**src/rtl/xor_sweep_ctrl.sv**
```systemverilog
// Exhaustive XOR cross-check sequencer: sweeps every (op_a, op_b) pair and counts result mismatches.
// Define XOR_SWEEP_FAILCAP_EN to latch the first failing operand pair on fail_valid/fail_a/fail_b.
module xor_sweep_ctrl #(
  parameter int WIDTH  = 4,
  parameter int SETTLE = 1
) (
  input  logic             clk,
  input  logic             reset,
  input  logic             start,
  input  logic             abort,
  output logic [WIDTH-1:0] op_a,
  output logic [WIDTH-1:0] op_b,
  input  logic [WIDTH-1:0] res_ref,
  input  logic [WIDTH-1:0] res_dut,
  output logic             busy,
  output logic             done,
  output logic             pass,
  output logic [15:0]      err_count,
  output logic             fail_valid,
  output logic [WIDTH-1:0] fail_a,
  output logic [WIDTH-1:0] fail_b
);

  typedef enum logic [1:0] {ST_IDLE, ST_SETTLE, ST_CHECK, ST_DONE} state_e;

  localparam logic [WIDTH-1:0] ONES        = '1;
  localparam logic [3:0]       SETTLE_LAST = 4'(SETTLE - 1);

  state_e           state_q, state_d;
  logic [3:0]       cnt_q, cnt_d;
  logic [WIDTH-1:0] op_a_q, op_a_d, op_b_q, op_b_d;
  logic             pass_q, pass_d;
  logic [15:0]      err_q, err_d;
  logic             fail_valid_q, fail_valid_d;
  logic [WIDTH-1:0] fail_a_q, fail_a_d, fail_b_q, fail_b_d;
  logic             mismatch;

  // Case inequality so an X or Z on either result also counts as a mismatch in simulation.
  assign mismatch = (res_ref !== res_dut);

  always_comb begin
    state_d      = state_q;
    cnt_d        = cnt_q;
    op_a_d       = op_a_q;
    op_b_d       = op_b_q;
    pass_d       = pass_q;
    err_d        = err_q;
    fail_valid_d = fail_valid_q;
    fail_a_d     = fail_a_q;
    fail_b_d     = fail_b_q;

    case (state_q)
      ST_IDLE: begin
        if (start && !abort) begin
          err_d        = '0;
          pass_d       = 1'b0;
          fail_valid_d = 1'b0;
          fail_a_d     = '0;
          fail_b_d     = '0;
          op_a_d       = '0;
          op_b_d       = '0;
          cnt_d        = '0;
          state_d      = ST_SETTLE;
        end
      end
      ST_SETTLE: begin
        if (abort) begin
          pass_d  = 1'b0;
          state_d = ST_IDLE;
        end else if (cnt_q == SETTLE_LAST) begin
          state_d = ST_CHECK;
        end else begin
          cnt_d = cnt_q + 4'd1;
        end
      end
      ST_CHECK: begin
        if (abort) begin
          pass_d  = 1'b0;
          state_d = ST_IDLE;
        end else begin
          if (mismatch) begin
            if (err_q != 16'hFFFF) err_d = err_q + 16'd1;
`ifdef XOR_SWEEP_FAILCAP_EN
            if (!fail_valid_q) begin
              fail_valid_d = 1'b1;
              fail_a_d     = op_a_q;
              fail_b_d     = op_b_q;
            end
`endif
          end
          // The last pair ends the sweep with both operands parked at all-ones.
          if (op_a_q == ONES && op_b_q == ONES) begin
            state_d = ST_DONE;
          end else begin
            op_b_d = op_b_q + WIDTH'(1);
            if (op_b_q == ONES) op_a_d = op_a_q + WIDTH'(1);
            cnt_d   = '0;
            state_d = ST_SETTLE;
          end
        end
      end
      ST_DONE: begin
        pass_d  = (err_q == 16'd0);
        state_d = ST_IDLE;
      end
      default: state_d = ST_IDLE;
    endcase
  end

  always_ff @(posedge clk) begin
    if (reset) begin
      state_q      <= ST_IDLE;
      cnt_q        <= '0;
      op_a_q       <= '0;
      op_b_q       <= '0;
      pass_q       <= 1'b0;
      err_q        <= '0;
      fail_valid_q <= 1'b0;
      fail_a_q     <= '0;
      fail_b_q     <= '0;
    end else begin
      state_q      <= state_d;
      cnt_q        <= cnt_d;
      op_a_q       <= op_a_d;
      op_b_q       <= op_b_d;
      pass_q       <= pass_d;
      err_q        <= err_d;
      fail_valid_q <= fail_valid_d;
      fail_a_q     <= fail_a_d;
      fail_b_q     <= fail_b_d;
    end
  end

  assign op_a      = op_a_q;
  assign op_b      = op_b_q;
  assign busy      = (state_q != ST_IDLE);
  assign done      = (state_q == ST_DONE);
  assign pass      = pass_q;
  assign err_count = err_q;

`ifdef XOR_SWEEP_FAILCAP_EN
  assign fail_valid = fail_valid_q;
  assign fail_a     = fail_a_q;
  assign fail_b     = fail_b_q;
`else
  assign fail_valid = 1'b0;
  assign fail_a     = '0;
  assign fail_b     = '0;
`endif

endmodule
```
**config.mk**
```make
export PLATFORM = sky130hd
export DESIGN_NAME = xor_sweep_ctrl
export DESIGN_NICKNAME = d
export VERILOG_FILES = /design/src/rtl/xor_sweep_ctrl.sv
export SDC_FILE = /design/constraint.sdc
export NUM_CORES = 1
export LEC_CHECK = 0
export BUFFER_PORTS_ARGS = -buffer_cell sky130_fd_sc_hd__clkbuf_2
export CAP_MARGIN = 15
export CORE_UTILIZATION = 40
export CTS_CLUSTER_DIAMETER = 50
export CTS_CLUSTER_SIZE = 20
export DETAILED_ROUTE_END_ITERATION = 8
export GPL_TIMING_DRIVEN = 0
export HOLD_SLACK_MARGIN = 0.08
export PLACE_DENSITY_LB_ADDON = 0.3
export SYNTH_ARGS = -nofsm -noshare
export SYNTH_HDL_FRONTEND = slang
export SYNTH_SLANG_ARGS = --single-unit
```
**constraint.sdc**
```tcl
create_clock -name clk -period 2.2 [get_ports clk]
set_clock_uncertainty 0.15 [all_clocks]
set_input_delay 0.33 -clock clk [delete_from_list [all_inputs] [get_ports clk]]
set_output_delay 0.33 -clock clk [all_outputs]
set_load 0.005 [all_outputs]
```
==> out/summary.txt, run 1 <==
status -> finished clean
Crit path max-delay family -> simple AND/OR/NAND/NOR gates
Async SR Flop Fraction -> 0%
Final WS setup -> 0.108 ns
CP Capture Type -> register
Cell Rows -> 26
worst vdd rail ir drop -> 0.263 mV
largest net degree at the start of global routing -> 11
sw power -> 0.365 mW
Max Slew Vio Count -> 0
post-synthesis compound-gate area fraction -> 20.9%
# hold bufs at CTS -> 0
Worst Tran Pin Value -> 0.698 ns
P_int -> 0.965 mW
mux cell area share after synthesis -> 2.88%
wire length per cell -> 13.9 µm
xor-xnor portion of the synthesized cell area -> 2.06%
number of standard cells after synthesis -> 264
critical path's slowest cell -> or3b_2
Pleak -> 1.03 nW
Post-Synth Adder-Cell Area -> 7.05%
initial antenna violation count -> 0
multi-input logic area -> 1420 µm²
setup_tns -> 0 ns
Main synth FF type -> dfxtp_1
Sw Ratio -> 27.4%
global route overflow -> 0
Crit Path Category -> reg -> reg
simple-gate share of the synthesized area -> 30.0%
DP Wirelength -> 3850 µm
main combinational cell family by area after synthesis -> simple AND/OR/NAND/NOR gates
clock sink total -> 31
Clk network pwr share -> 37.8%
buffers added on ports -> 38
Logic pwr share -> 18.2%
period utilisation layout -> 95.1%
EDFF count, synth -> 0
first-pass GRT wire length -> 8590 µm
sequential-to-total area share from yosys stat -> 29.1%
WP buf/inv -> 2
CTS Buf Count -> 5
Max Cap Viol -> 0
Fin. Hold Viols -> 0
iteration-0 DRC count of the detailed router -> 155
clk buf depth -> 2
Yosys reg bits -> 31
Area Overhead vs Synth -> 23.3%
Core Area -> 5110 µm²
drt via density -> 5.50
CP Cell Sequence -> inv_2 -> ha_2 -> buf_8 -> mux2_2 -> o2111ai_2 -> or3b_2 -> a21oi_1
Filler cells -> 512
Mapped Area -> 2130 µm²
Die X -> 75.0 µm
hold crit path type -> in -> reg
Die ar. -> 5620 µm²
minimum clock period -> 2.09 ns
Crit path arrival time -> 2.16 ns
overall routing resource usage -> 20.2%
Chip Height -> 75.0 µm
Pwr Total -> 1.33 mW
CTS root buf -> clkbuf_8
Clk pin slew, worst setup/hold paths -> 0.07 ns
vias in the first global route -> 1891
post-route ant nets -> 0
syn avg cell area -> 8.07 µm²
TritonCTS clock tree -> built
Ant. Diodes -> 0
clk_lat worst skew -> 0.29 ns
# setup viols final -> 0
Max-Slew Margin vs Limit -> 53.3%
Seq pwr share -> 44.0%
CP required -> 2.27 ns
Ports -> 48
Post-Route WL -> 5440 µm
Startpoint Class -> register
router iterations before antenna repair -> 4
PD cells -> 506 nW/µm²
flop2flop setup slack -> 0.11 ns
count of unique library cells instantiated by Yosys -> 54
NumNets Final -> 344
htree depth -> 2
DRC -> 0
YS warnings -> 0
largest fanout on the critical path -> 10
CP max stage delay -> 0.51 ns
Sequential Area -> 626 µm²
initial core utilization -> 41.7%
share of cells above drive strength 1 -> 29.3%
Max Freq -> 0.478 GHz
RD Place Congestion -> 0.873
pre-CTS setup slack -> -0.235 ns
DR vias -> 2152
Fin Hold WS -> 0.215 ns
Yosys cell counts, types with 2 or more instances:
| cell | number | area share (%) |
|---|---|---|
| or4_1 | 7 | 2.5 |
| a211oi_1 | 2 | 0.70 |
| mux2i_1 | 5 | 2.4 |
| a21oi_1 | 21 | 4.9 |
| a21o_1 | 6 | 2.1 |
| or2_2 | 2 | 0.59 |
| ha_1 | 12 | 7.1 |
| and4_1 | 4 | 1.6 |
| dfxtp_1 | 31 | 29 |
| nand2_1 | 19 | 3.3 |
| clkbuf_1 | 6 | 1.1 |
| nor3_1 | 7 | 1.6 |
| o21ai_0 | 8 | 1.9 |
| nor2b_1 | 2 | 0.59 |
| a31oi_1 | 7 | 2.1 |
| nand3_1 | 13 | 3.1 |
| nor4_1 | 3 | 0.88 |
| nor2_1 | 27 | 4.8 |
| o211ai_1 | 6 | 2.1 |
| or3_1 | 2 | 0.59 |
| o221ai_1 | 2 | 0.82 |
| nor4b_1 | 2 | 0.82 |
| buf_4 | 9 | 3.2 |
| buf_2 | 4 | 0.94 |
| nand2b_1 | 5 | 1.5 |
| nand3_2 | 2 | 0.94 |
| xnor2_1 | 5 | 2.1 |
| inv_1 | 10 | 1.8 |
| nand4_1 | 10 | 2.9 |
flip-flops by register name, summed over array words and instances, names as in the netlist:
name       count
op_b           4
pass           1
state_q        2
err_count     16
op_a           4
cnt_q          4
power by group through the flow:
stage / Clock, mW / Combinational [mW] / Sequential (mW)
2_1_floorplan: 0 / 0.167 / 0.593
3_3_place_gp: 0 / 0.212 / 0.595
3_5_place_dp: 0 / 0.216 / 0.596
4_1_cts: 0.514 / 0.219 / 0.584
5_1_grt: 0.541 / 0.270 / 0.586
6_report: 0.503 / 0.242 / 0.585
stage by stage:
step | instance area, µm² | std cells | utilization, %
final | 2630 | 391 | 51.4
after global routing | 2630 | 391 | 51.4
after detailed placement | 2440 | 380 | 47.7
after CTS | 2570 | 389 | 50.2
after floorplan | 2160 | 272 | -
after global placement | 2440 | 380 | 47.7
worst min-delay path: stages:
cell	delay, ns
clkbuf_2	0.12
or2_2	0.12
nor2_1	0.04
cell families after synthesis:
kind of cell	after synthesis
AO/OA/AOI/OAI	63
buffers and inverters	32
adder cells (fa/ha/maj)	12
other	1
AND/OR/NAND/NOR	114
flip-flops	31
XOR/XNOR	5
multiplexers	6
layer usage:
metal,routed length (µm),up-vias,GRT usage (%)
met1,2570,1013,27.3
met5,0,-,0
met3,239,11,3.35
met4,114,0,9.64
met2,2520,57,31.3
li1,-,1071,-
area by class of cell:
cell class	count	area share, %
buffer	22	5.48
clock buffer	8	3.81
inverter	10	1.43
multi-input combinational	209	54.0
sequential	31	23.8
tap	70	3.34
timing repair buffer	41	8.10
what timing repair did:
action / CTS / global route
setup buffers: 1 / 2
pin swaps: 1 / 2
endpoints found under the setup margin: 18 / 18
gates cloned: 0 / 0
resized for setup: 9 / 15
layout by cell type (no fill, tap or decap), drive strengths merged, types with 8 or more instances in the layout:
cell type | Yosys | routed
a21oi | 21 | 21
buf | 15 | 19
clkbuf | 7 | 52
conb | 1 | 9
dfxtp | 31 | 31
ha | 12 | 12
inv | 10 | 10
nand2 | 19 | 19
nand3 | 15 | 15
nand4 | 11 | 11
nor2 | 28 | 28
o21ai | 8 | 8
worst paths after layout:
check / from / end / depth (start not counted)
max: state_q[0] / op_b[2] / 7
min: reset / cnt_q[0] / 3
max reg2reg: state_q[0] / op_b[2] / 7
min reg2reg: state_q[1] / state_q[1] / 2
Power figures use the tool's default switching activity.
==> run 2: changes to the inputs <==
==> constraint.sdc (replaced) <==
create_clock -name clk -period 2.7 [get_ports clk]
set_clock_uncertainty 0.15 [all_clocks]
set_input_delay 0.405 -clock clk [delete_from_list [all_inputs] [get_ports clk]]
set_output_delay 0.405 -clock clk [all_outputs]
set_load 0.005 [all_outputs]
==> out/summary.txt, run 2 (synthesis results as in run 1) <==
Crit path arrival time -> 2.53 ns
PD cells -> 418 nW/µm²
CTS Buf Count -> 5
Die X -> 75.0 µm
post-route ant nets -> 0
post-layout util -> 49.7%
multi-input logic area -> 1370 µm²
htree depth -> 2
CP Capture Type -> register
commonest non-fill, non-tap cell in the layout -> clkbuf_2
Pleak -> 1.01 nW
Cell Rows -> 26
most frequent cells in the layout -> clkbuf_2 (40), dfxtp_1 (31), nor2_1 (27)
Ports -> 48
overall routing resource usage -> 19.9%
# hold bufs at CTS -> 0
Ant. Diodes -> 0
Clk network pwr share -> 38.6%
Sw Ratio -> 27.3%
router iterations before antenna repair -> 4
period utilisation layout -> 91.3%
worst r2r src -> state_q[0]
Die ar. -> 5620 µm²
iteration-0 DRC count of the detailed router -> 146
Max-Slew Margin vs Limit -> 57.5%
flop2flop setup slack -> 0.24 ns
hold crit path type -> in -> reg
largest fanout on the critical path -> 10
Clk pin slew, worst setup/hold paths -> 0.07 ns
post-layout instance count excluding filler cells -> 388
Critical Path End -> err_count[7]
Sequential Area -> 621 µm²
RSZ-0062 raised after global routing -> false
Worst Tran Pin Value -> 0.632 ns
initial core utilization -> 41.7%
P_int -> 0.771 mW
largest net degree at the start of global routing -> 11
Startpoint Class -> register
Max Freq -> 0.406 GHz
status -> finished clean
vias in the first global route -> 1872
worst setup path startpoint -> state_q[0]
NumNets Final -> 341
max FFs per register -> 16
Logic pwr share -> 16.6%
clk buf depth -> 2
buffers added on ports -> 38
Chip Height -> 75.0 µm
Fin Hold WS -> 0.292 ns
minimum clock period -> 2.46 ns
initial antenna violation count -> 0
share of cells above drive strength 1 -> 23.6%
# setup viols final -> 0
setup_tns -> 0 ns
DR vias -> 2146
global route overflow -> 0
CP required -> 2.76 ns
Post-Place Cells -> 380
clk_lat worst skew -> 0.29 ns
clock sink total -> 31
wire length per cell -> 13.6 µm
Seq pwr share -> 44.8%
first-pass GRT wire length -> 8450 µm
RD Place Congestion -> 0.873
Post-Route WL -> 5260 µm
Filler cells -> 527
Max Slew Vio Count -> 0
Fin. Hold Viols -> 0
TritonCTS clock tree -> built
FF-to-FF path depth -> 8
CTS root buf -> clkbuf_8
sw power -> 0.289 mW
Max Cap Viol -> 0
Crit Path Category -> reg -> reg
Area Overhead vs Synth -> 19.2%
worst vdd rail ir drop -> 0.211 mV
DP Wirelength -> 3850 µm
drt via density -> 5.53
DRC -> 0
Core Area -> 5110 µm²
R2R Path End -> err_count[7]
## run 2: changes by cell type in the layout (fill, tap and decap cells not counted), moves of 2 or more
| cell | change |
|---|---|
| dfxtp_1 | +4 |
| dfxtp_2 | -4 |
| buf_4 | -3 |
| clkbuf_1 | +2 |
| ha_1 | +2 |
| ha_2 | -2 |
## run 2: stage by stage
step | area, µm² | worst slack, ns | power (mW)
after CTS | 2540 | 0.229 | 1.07
after floorplan | 2160 | 0.603 | 0.619
final | 2540 | 0.235 | 1.06
after detailed placement | 2440 | 0.265 | 0.662
after global placement | 2440 | 0.237 | 0.658
after global routing | 2540 | 0.0844 | 1.12
## run 2: worst min path at each step
stage | from | endpoint | slack [ns] | depth (start not counted)
3_3_place_gp | pass | pass | 0.36 | 2
3_5_place_dp | pass | pass | 0.36 | 2
4_1_cts | reset | cnt_q[1] | 0.30 | 3
2_1_floorplan | pass | pass | 0.33 | 2
5_1_grt | reset | cnt_q[0] | 0.32 | 3
6_report | reset | cnt_q[0] | 0.29 | 3
## run 2: timing repair
item,CTS,global route
endpoints found under the setup margin,0,1
gates resized for setup,0,1
buffers inserted,0,0
## run 2: power by group through the flow
stage	registers (mW)	logic, mW	clock network [mW]
final	0.475	0.176	0.409
after floorplan	0.483	0.136	0
after global routing	0.477	0.199	0.441
after global placement	0.485	0.173	0
after detailed placement	0.486	0.176	0
after CTS	0.475	0.176	0.419
## run 2: area by class of cell
cell class | instances | area share (%)
Buffer | 22 | 5.17
Inverter | 10 | 1.48
Tap cell | 70 | 3.45
Timing Repair Buffer | 38 | 7.49
Multi-Input combinational cell | 209 | 54.0
Clock buffer | 8 | 3.94
Sequential cell | 31 | 24.4
## run 2: routing by layer
metal  track usage [%]  part of all wire (%)  vias to the layer above  wire length (µm)
li1                  -                     -                     1067                 -
met1              26.5                    47                      997              2490
met2              31.2                    46                       67              2420
met3              3.35                   4.4                       15               230
met4              9.64                   2.3                        0               119
met5                 0                     0                        -                 0
## run 2: critical path, cell delays in order, from the launching register on
cell	delay, ns
dfxtp_1	0.42
inv_1	0.11
ha_1	0.22
buf_2	0.19
mux2_2	0.32
nand2_1	0.20
clkbuf_1	0.42
o221ai_1	0.19
a21oi_1	0.15
